## config.mk

```make
export PLATFORM = sky130hd
export DESIGN_NAME = audio_dac_tx
export DESIGN_NICKNAME = d
export VERILOG_FILES = /design/src/rtl/audio_dac_tx.sv
export SDC_FILE = /design/constraint.sdc
export NUM_CORES = 1
export LEC_CHECK = 0
export CORE_AREA = 5 5 93 95
export DETAILED_ROUTE_END_ITERATION = 10
export DIE_AREA = 0 0 98 100
export PLACE_DENSITY = 0.91
export SYNTH_ARGS = -nofsm -noshare
export SYNTH_HDL_FRONTEND = slang
export SYNTH_SLANG_ARGS = --single-unit
```

## constraint.sdc

```tcl
create_clock -name i_clk -period 5.85 [get_ports i_clk]
set_input_delay 0.8775 -clock i_clk [delete_from_list [all_inputs] [get_ports i_clk]]
set_output_delay 0.8775 -clock i_clk [all_outputs]
set_load 0.01 [all_outputs]
```

## src/rtl/audio_dac_tx.sv

```systemverilog
// I2S-style mono DAC transmitter: a small sample FIFO feeding a 16-bit MSB-first shifter.
// The shifter is timed from the codec's bclk/daclrck, which are synchronized into i_clk.
module audio_dac_tx #(
  parameter int FIFO_DEPTH = 4
) (
  input  logic        i_clk,
  input  logic        i_rst_n,
  input  logic        i_bclk,
  input  logic        i_daclrck,
  input  logic        i_enable,
  input  logic        i_valid,
  input  logic [15:0] i_data,
  output logic        o_ready,
  output logic        o_dacdat,
  output logic        o_underrun
);

  localparam int AW = $clog2(FIFO_DEPTH);

  localparam logic [1:0] ST_IDLE     = 2'd0;
  localparam logic [1:0] ST_WAIT_MSB = 2'd1;
  localparam logic [1:0] ST_SHIFT    = 2'd2;
  localparam logic [1:0] ST_PAD      = 2'd3;

  // Bit 0/1 form the synchronizer, bit 2 is the previous value for edge detection.
  logic [2:0] bclk_sync_reg;
  logic [2:0] lrck_sync_reg;

  always_ff @(posedge i_clk or negedge i_rst_n) begin
    if (!i_rst_n) begin
      bclk_sync_reg <= '0;
      lrck_sync_reg <= '0;
    end else begin
      bclk_sync_reg <= {bclk_sync_reg[1:0], i_bclk};
      lrck_sync_reg <= {lrck_sync_reg[1:0], i_daclrck};
    end
  end

  logic bclk_fall;
  logic lrck_edge;
  logic lrck_fall;
  logic lrck_rise;

  assign bclk_fall = bclk_sync_reg[2] & ~bclk_sync_reg[1];
  assign lrck_edge = lrck_sync_reg[2] ^ lrck_sync_reg[1];
  assign lrck_fall = lrck_sync_reg[2] & ~lrck_sync_reg[1];
  assign lrck_rise = ~lrck_sync_reg[2] & lrck_sync_reg[1];

  // Sample FIFO: pointers carry one extra wrap bit to tell full from empty.
  logic [15:0] fifo_mem [FIFO_DEPTH];
  logic [AW:0] wr_ptr_reg;
  logic [AW:0] rd_ptr_reg;
  logic        fifo_full;
  logic        fifo_empty;
  logic        wr_en;
  logic        pop_en;
  logic        left_consumed_reg;

  assign fifo_full  = (wr_ptr_reg[AW] != rd_ptr_reg[AW]) &&
                      (wr_ptr_reg[AW-1:0] == rd_ptr_reg[AW-1:0]);
  assign fifo_empty = (wr_ptr_reg == rd_ptr_reg);
  assign o_ready    = ~fifo_full;
  assign wr_en      = i_valid & ~fifo_full;
  assign pop_en     = lrck_rise & left_consumed_reg;

  always_ff @(posedge i_clk) begin
    if (wr_en) begin
      fifo_mem[wr_ptr_reg[AW-1:0]] <= i_data;
    end
  end

  always_ff @(posedge i_clk or negedge i_rst_n) begin
    if (!i_rst_n) begin
      wr_ptr_reg <= '0;
      rd_ptr_reg <= '0;
    end else begin
      if (wr_en) begin
        wr_ptr_reg <= wr_ptr_reg + 1'b1;
      end
      if (pop_en) begin
        rd_ptr_reg <= rd_ptr_reg + 1'b1;
      end
    end
  end

  // The left slot decides what the whole frame carries; the right slot replays it.
  logic        left_take;
  logic [15:0] left_word;

  assign left_take = i_enable & ~fifo_empty;
  assign left_word = left_take ? fifo_mem[rd_ptr_reg[AW-1:0]] : 16'h0000;

  logic [1:0]  state_reg;
  logic [15:0] shift_reg;
  logic [15:0] held_reg;
  logic [4:0]  bit_cnt_reg;
  logic        dacdat_reg;
  logic        underrun_reg;

  always_ff @(posedge i_clk or negedge i_rst_n) begin
    if (!i_rst_n) begin
      state_reg         <= ST_IDLE;
      shift_reg         <= '0;
      held_reg          <= '0;
      bit_cnt_reg       <= '0;
      dacdat_reg        <= 1'b0;
      underrun_reg      <= 1'b0;
      left_consumed_reg <= 1'b0;
    end else if (lrck_edge) begin
      // A slot boundary always wins, even over a coincident bclk edge or a word in flight.
      state_reg    <= ST_WAIT_MSB;
      bit_cnt_reg  <= '0;
      underrun_reg <= lrck_fall & fifo_empty;
      if (lrck_fall) begin
        shift_reg         <= left_word;
        held_reg          <= left_word;
        left_consumed_reg <= left_take;
      end else begin
        shift_reg         <= held_reg;
        left_consumed_reg <= 1'b0;
      end
    end else begin
      underrun_reg <= 1'b0;
      if (bclk_fall) begin
        case (state_reg)
          ST_WAIT_MSB: begin
            dacdat_reg  <= shift_reg[15];
            shift_reg   <= {shift_reg[14:0], 1'b0};
            bit_cnt_reg <= 5'd1;
            state_reg   <= ST_SHIFT;
          end
          ST_SHIFT: begin
            if (bit_cnt_reg == 5'd16) begin
              dacdat_reg <= 1'b0;
              state_reg  <= ST_PAD;
            end else begin
              dacdat_reg  <= shift_reg[15];
              shift_reg   <= {shift_reg[14:0], 1'b0};
              bit_cnt_reg <= bit_cnt_reg + 5'd1;
            end
          end
          ST_PAD: begin
            dacdat_reg <= 1'b0;
          end
          default: begin
            dacdat_reg <= 1'b0;
          end
        endcase
      end
    end
  end

  assign o_dacdat   = dacdat_reg;
  assign o_underrun = underrun_reg;

endmodule

```

==> flow_summary.toml, run 1 <==
[outcome]
status = "completed"

[detailed_routing]
vias_per_cell = 6.000
drcViolationCount = 0
vias = 2820
drt_wl_total_mm = 9.414
dr.pass1.iters = 5
first_iter_violations = 243
drtAntennaViolNets = 0
wl_per_cell_um = 20.03

[timing]
fin_tns_setup_ns = 0
max_freq_mhz = 280.9
fin_skew_ns = 0.009923
setup_viol = 0
finalHoldViolCount = 0
slew_headroom = 0.2480
worstMarginPinSlew_ns = 1.128
finalCriticalPeriod_ns = 3.561
fin_crit_sh = 0.6086
rsz0062_at_grt = "no"
layout_setup_ws_ns = 2.289
slew_violations = 0

[logic_synthesis]
synth.yosys.seq_area_share = 0.6798
synth-edff-count = 64
ys_top_cells_by_count = "64 x edfxtp_1, 54 x dfrtp_1, 53 x nand2_1"
netlist_area_um2 = 4815
yosys-top-cells-area = "edfxtp_1 40%, dfrtp_1 28%, mux4_2 7.5%, nand2_1 4.1%, ha_1 2.9%"
synth_area_per_cell_um2 = 14.68
syn_nets = 361
yosys_register_bits = 118
yosys_most_used_dff = "edfxtp_1"
synth_top_area_share = 0.3992
synth.most_common_cell = "edfxtp_1"
netlist_instances = 328
async_flop_share = 0.4576
synth_cell_type_count = 39
yosys_warnings = 0
yosys.area.top_type = "edfxtp_1"

[clocking]
clkTransAtPathRegs_ns = 0.06
cts_root_buf = "clkbuf_8"
numCtsBuffers = 17
clock_latency_ns = 0.52
cts_setup_buffers = 0
clock_path_buffers = 2
clock_sinks = 118
ctsHoldBuffers = 0
tritoncts = "yes"
cts-htree-levels = 4
post_cts_resized = 0

[placed_design]
dp_hpwl_mm = 5.169
place_area_um2 = 5092
place.gp.congestion = 0.7789
port_buffers = 24
place_ws_ns = 2.802
dpl.cell_count = 438

[power_and_ir_drop]
peakVddDrop_v = 0.0003802
total_power_mw = 2.838
p_leak_nw = 2.235
power_density_nw_per_um2 = 500.1

[final_layout]
final_nets = 388
fin_cells = 470
final_area_um2 = 5674
diodes = 0
largest_reg_flops = 64
area_growth_syn_to_layout_pct = 17.85
drive_above_1_share = 0.1467
fill_cells = 423

[critical_path]
path_max_fanout = 19
path_delay_family = "flip-flops"
worstSetupPathType = "reg2out"
max_stage_delay_ns = 1.08
start_kind = "flop"
critPathBufInv = 1
crit_arrival_ns = 2.68
crit_start = "rd_ptr_reg[0]"
critical-path-slowest-cell = "dfrtp_1"
crit_chain = "xnor2_1 -> nand3b_1 -> clkdlybuf4s50_1"
r2r-start = "lrck_sync_reg[1]"
cp.required_ns = 4.97
cp-end-kind = "output pin"

[flow_run]
cap_violations = 0

[global_route]
grt_pass1_vias = 3024
grt_usage = 0.2105
antenna_found_initial = 0
grt_max_degree = 55
overflow = 0
grt_pass1_wl_mm = 15.45

[hold_path]
hp-class = "reg2reg"
min-delay-start = "bclk_sync_reg[0]"

[floorplanning]
coreArea_um2 = 7647
ioPinCount = 25
dieArea_um2 = 9800
start_util = 0.6296
die_h_um = 100
rows = 32
chipWidth_um = 98
[metal layers]
layer  track usage  vias up  share of wire
met1        0.2502     1419           0.41
met3       0.07088       21          0.060
met4       0.09585        0          0.020
met5             0        -              0
li1              -     1277              -
met2        0.3503      103           0.51
[through the flow]
stage,hold slack (ns),utilization
after floorplan,0.3312,-
after global placement,0.3358,0.6659
after detailed placement,0.3410,0.6659
after CTS,0.3539,0.7420
after global routing,0.3574,0.7420
final,0.3505,0.7420
[final timing paths]
| kind | endpoint | slack [ns] | cells past startpoint |
|---|---|---|---|
| max in group asynchronous | shift_reg[0] | 4.92 | 2 |
| worst max-delay path | o_ready | 2.29 | 3 |
| min in group asynchronous | bit_cnt_reg[4] | 0.47 | 2 |
| worst max register to register | shift_reg[7] | 2.73 | 7 |
| worst min register to register | bclk_sync_reg[1] | 0.35 | 0 |
| worst min-delay path | bclk_sync_reg[1] | 0.35 | 0 |
[cell families (layout without fill, tap and decap cells)]
group	count (synthesis)	in the layout	synth area share
flip-flops	118	118	0.6798
AND/OR/NAND/NOR	95	95	0.09278
AO/OA/AOI/OAI	51	51	0.07796
buffers and inverters	28	68	0.02859
multiplexers	18	18	0.07952
adder cells (fa/ha/maj)	11	11	0.02859
XOR/XNOR	7	7	0.01273
[cell usage in the layout (no fill, tap or decap), types with 3 or more instances in the layout]
master / synthesis / final
dfrtp_1: 54 / 54
inv_6: 0 / 6
edfxtp_1: 64 / 64
o21ai_0: 3 / 3
clkinvlp_4: 0 / 3
xnor2_1: 6 / 6
mux4_2: 16 / 16
ha_1: 11 / 11
a21oi_1: 5 / 5
nand2_1: 53 / 53
and3_1: 4 / 4
nor2_1: 5 / 5
clkdlybuf4s50_1: 0 / 23
o211ai_1: 15 / 15
clkbuf_16: 0 / 16
o21a_1: 3 / 3
inv_1: 10 / 10
a22oi_1: 15 / 15
a21boi_0: 4 / 4
nand3_1: 18 / 18
[layout make-up]
| cell class | count | area (µm²) | area share |
|---|---|---|---|
| repair buffers | 26 | 250.2 | 0.04410 |
| inverters | 10 | 37.54 | 0.006615 |
| flip-flops and latches | 118 | 3273 | 0.5768 |
| clock inverters | 14 | 163.9 | 0.02889 |
| well taps | 102 | 127.6 | 0.02249 |
| clock buffers | 18 | 417.9 | 0.07365 |
| multi-input cells | 182 | 1404 | 0.2474 |
[where the power goes]
| group | switching [mW] | total [mW] | internal (mW) |
|---|---|---|---|
| Sequential | 0.165 | 1.28 | 1.11 |
| Combinational | 0.269 | 0.539 | 0.270 |
| Clock | 0.402 | 1.02 | 0.617 |
| Total | 0.836 | 2.84 | 2.00 |
No activity file was read; power rests on OpenSTA's default activity.
==> run 2, diff against run 1 <==
CORE_AREA = 5 5 102 104   (was 5 5 93 95)
DIE_AREA = 0 0 107 109   (was 0 0 98 100)
PLACE_DENSITY = 0.81   (was 0.91)
clock period = 3.2 ns   (was 5.85 ns; I/O delays follow)
==> run 2 against run 1 <==
Against the previous run: register-to-register slack got worse by 1.8 ns; via count fell by 2.4%; design area rose by 0.51%; critical path type unchanged; critical endpoint unchanged; largest power group unchanged.
==> flow_summary.toml, run 2 (same netlist as run 1, synthesis figures left out) <==
[detailed_routing]
first_iter_violations = 174
routed-wl-met3_um = 349
vias = 2753
vias_per_cell = 5.630
dr.pass1.iters = 4
drcViolationCount = 0
drt_wl_total_mm = 8.685
wl_per_cell_um = 17.76
drtAntennaViolNets = 0
wl_met1_mm = 3.749
top_layer_used = "met4"
wl_met2_mm = 4.446

[timing]
slew_violations = 0
fin_crit_sh = 0.9047
finalHoldViolCount = 0
fin_tns_setup_ns = 0
max_freq_mhz = 345.4
worstMarginPinSlew_ns = 1.114
setup_viol = 0
finalCriticalPeriod_ns = 2.895
slew_headroom = 0.2576
rsz0062_at_grt = "no"
fin_skew_ns = 0.008485

[power_and_ir_drop]
power.clock.fraction = 0.344
p_switching_mw = 1.440
p_leak_nw = 2.260
total_power_mw = 5.023
peakVddDrop_v = 0.0005308
combPwrFrac = 0.208
intPower_mw = 3.583
power_density_nw_per_um2 = 880.8
p_sw_frac = 0.2866
seqPwrFrac = 0.448

[outcome]
status = "completed"

[global_route]
grt_pass1_wl_mm = 14.42
overflow = 0
grt_usage = 0.1667
grt_max_degree = 52
grt_pass1_vias = 2863
antenna_found_initial = 0

[floorplanning]
start_util = 0.5090
rows = 36
dieArea_um2 = 11660
coreArea_um2 = 9459
die_h_um = 109
chipWidth_um = 107
ioPinCount = 25

[critical_path]
start_kind = "flop"
cp.required_ns = 2.72
critPathBufInv = 1
critical-path-slowest-cell = "dfrtp_1"
path_delay_family = "flip-flops"
r2r-start = "bit_cnt_reg[0]"
max_stage_delay_ns = 0.86
crit_chain = "xnor2_1 -> nand3b_1 -> clkdlybuf4s50_1"
timing.reg2reg.setup_slack_ns = 0.96
crit_arrival_ns = 2.42
path_max_fanout = 19
cp-end-kind = "output pin"
critical_path_depth = 3
r2r_end = "shift_reg[0]"
worstSetupPathType = "reg2out"
reg2regPathDepth = 6

[final_layout]
drive_above_1_share = 0.1600
final_common_cell = "edfxtp_1"
largest_reg_flops = 64
final_area_um2 = 5703
fill_cells = 706
area_growth_syn_to_layout_pct = 18.45
final_core_util = 0.6029
final_nets = 395
final-seq-area_um2 = 3273
diodes = 0
layout_common_cells = "64 x edfxtp_1, 54 x dfrtp_1, 53 x nand2_1"
multi_input_area_um2 = 1404

[clocking]
clock_path_buffers = 2
cts-htree-levels = 4
cts_setup_buffers = 0
tritoncts = "yes"
clkTransAtPathRegs_ns = 0.06
cts_root_buf = "clkbuf_8"
clock_sinks = 118
post_cts_resized = 0
clock_latency_ns = 0.52
numCtsBuffers = 17
ctsHoldBuffers = 0

[flow_run]
cap_violations = 0

[placed_design]
place.gp.congestion = 0.7551
port_buffers = 24
place_area_um2 = 5160
dp_hpwl_mm = 5.313

[hold_path]
hp-class = "in2async"
-- run 2: changes by cell type in the layout (fill, tap and decap cells not counted) --
cell / delta
buf_4: +7
bufinv_16: -1
clkinv_2: +3
clkinvlp_4: -1
clkinv_1: +2
inv_6: -1
clkbuf_1: -1
inv_8: -1
-- run 2: layer usage --
metal,global-route usage,up-vias
met5,0,-
met4,0.08219,0
met3,0.05388,12
met2,0.2698,52
met1,0.2034,1393
li1,-,1296
-- run 2: worst reg2reg max path, delay by kind of cell, from the launching register on --
family	cells	cell delay, ns
flip-flops	1	0.38
buffers and inverters	1	0.08
adder cells (fa/ha/maj)	1	0.21
AO/OA/AOI/OAI	2	0.91
AND/OR/NAND/NOR	2	0.56
-- run 2: stage by stage --
step	hold WS, ns	std cells	worst slack, ns
floorplan	0.1844	328	1.196
global placement	0.3424	457	0.8569
detailed placement	0.3378	457	0.8420
CTS	0.2024	489	0.2563
global route	0.2704	489	0.1524
finish	0.1832	489	0.3048
-- run 2: how the worst max path moves through the flow --
stage,start,to,slack [ns]
floorplan,lrck_sync_reg[1],shift_reg[10],1.20
global placement,rd_ptr_reg[1],o_ready,0.86
detailed placement,rd_ptr_reg[1],o_ready,0.84
CTS,rd_ptr_reg[1],o_ready,0.26
global route,rd_ptr_reg[1],o_ready,0.15
finish,rd_ptr_reg[1],o_ready,0.30
-- run 2: cell type report --
class / instances / area share
Sequential cell: 118 / 0.5739
Multi-Input combinational cell: 182 / 0.2462
Timing Repair Buffer: 33 / 0.05309
Clock inverter: 15 / 0.02260
Inverter: 10 / 0.006582
Clock buffer: 17 / 0.07262
Tap cell: 114 / 0.02501
-- run 2: power groups by stage --
stage               registers [mW]  logic (mW)  clock network (mW)
finish                        2.25        1.04                1.73
global route                  2.30        1.16                1.84
CTS                           2.25        1.06                1.76
detailed placement            2.27        1.05                   0
global placement              2.26        1.01                   0
floorplan                     2.19       0.813                   0
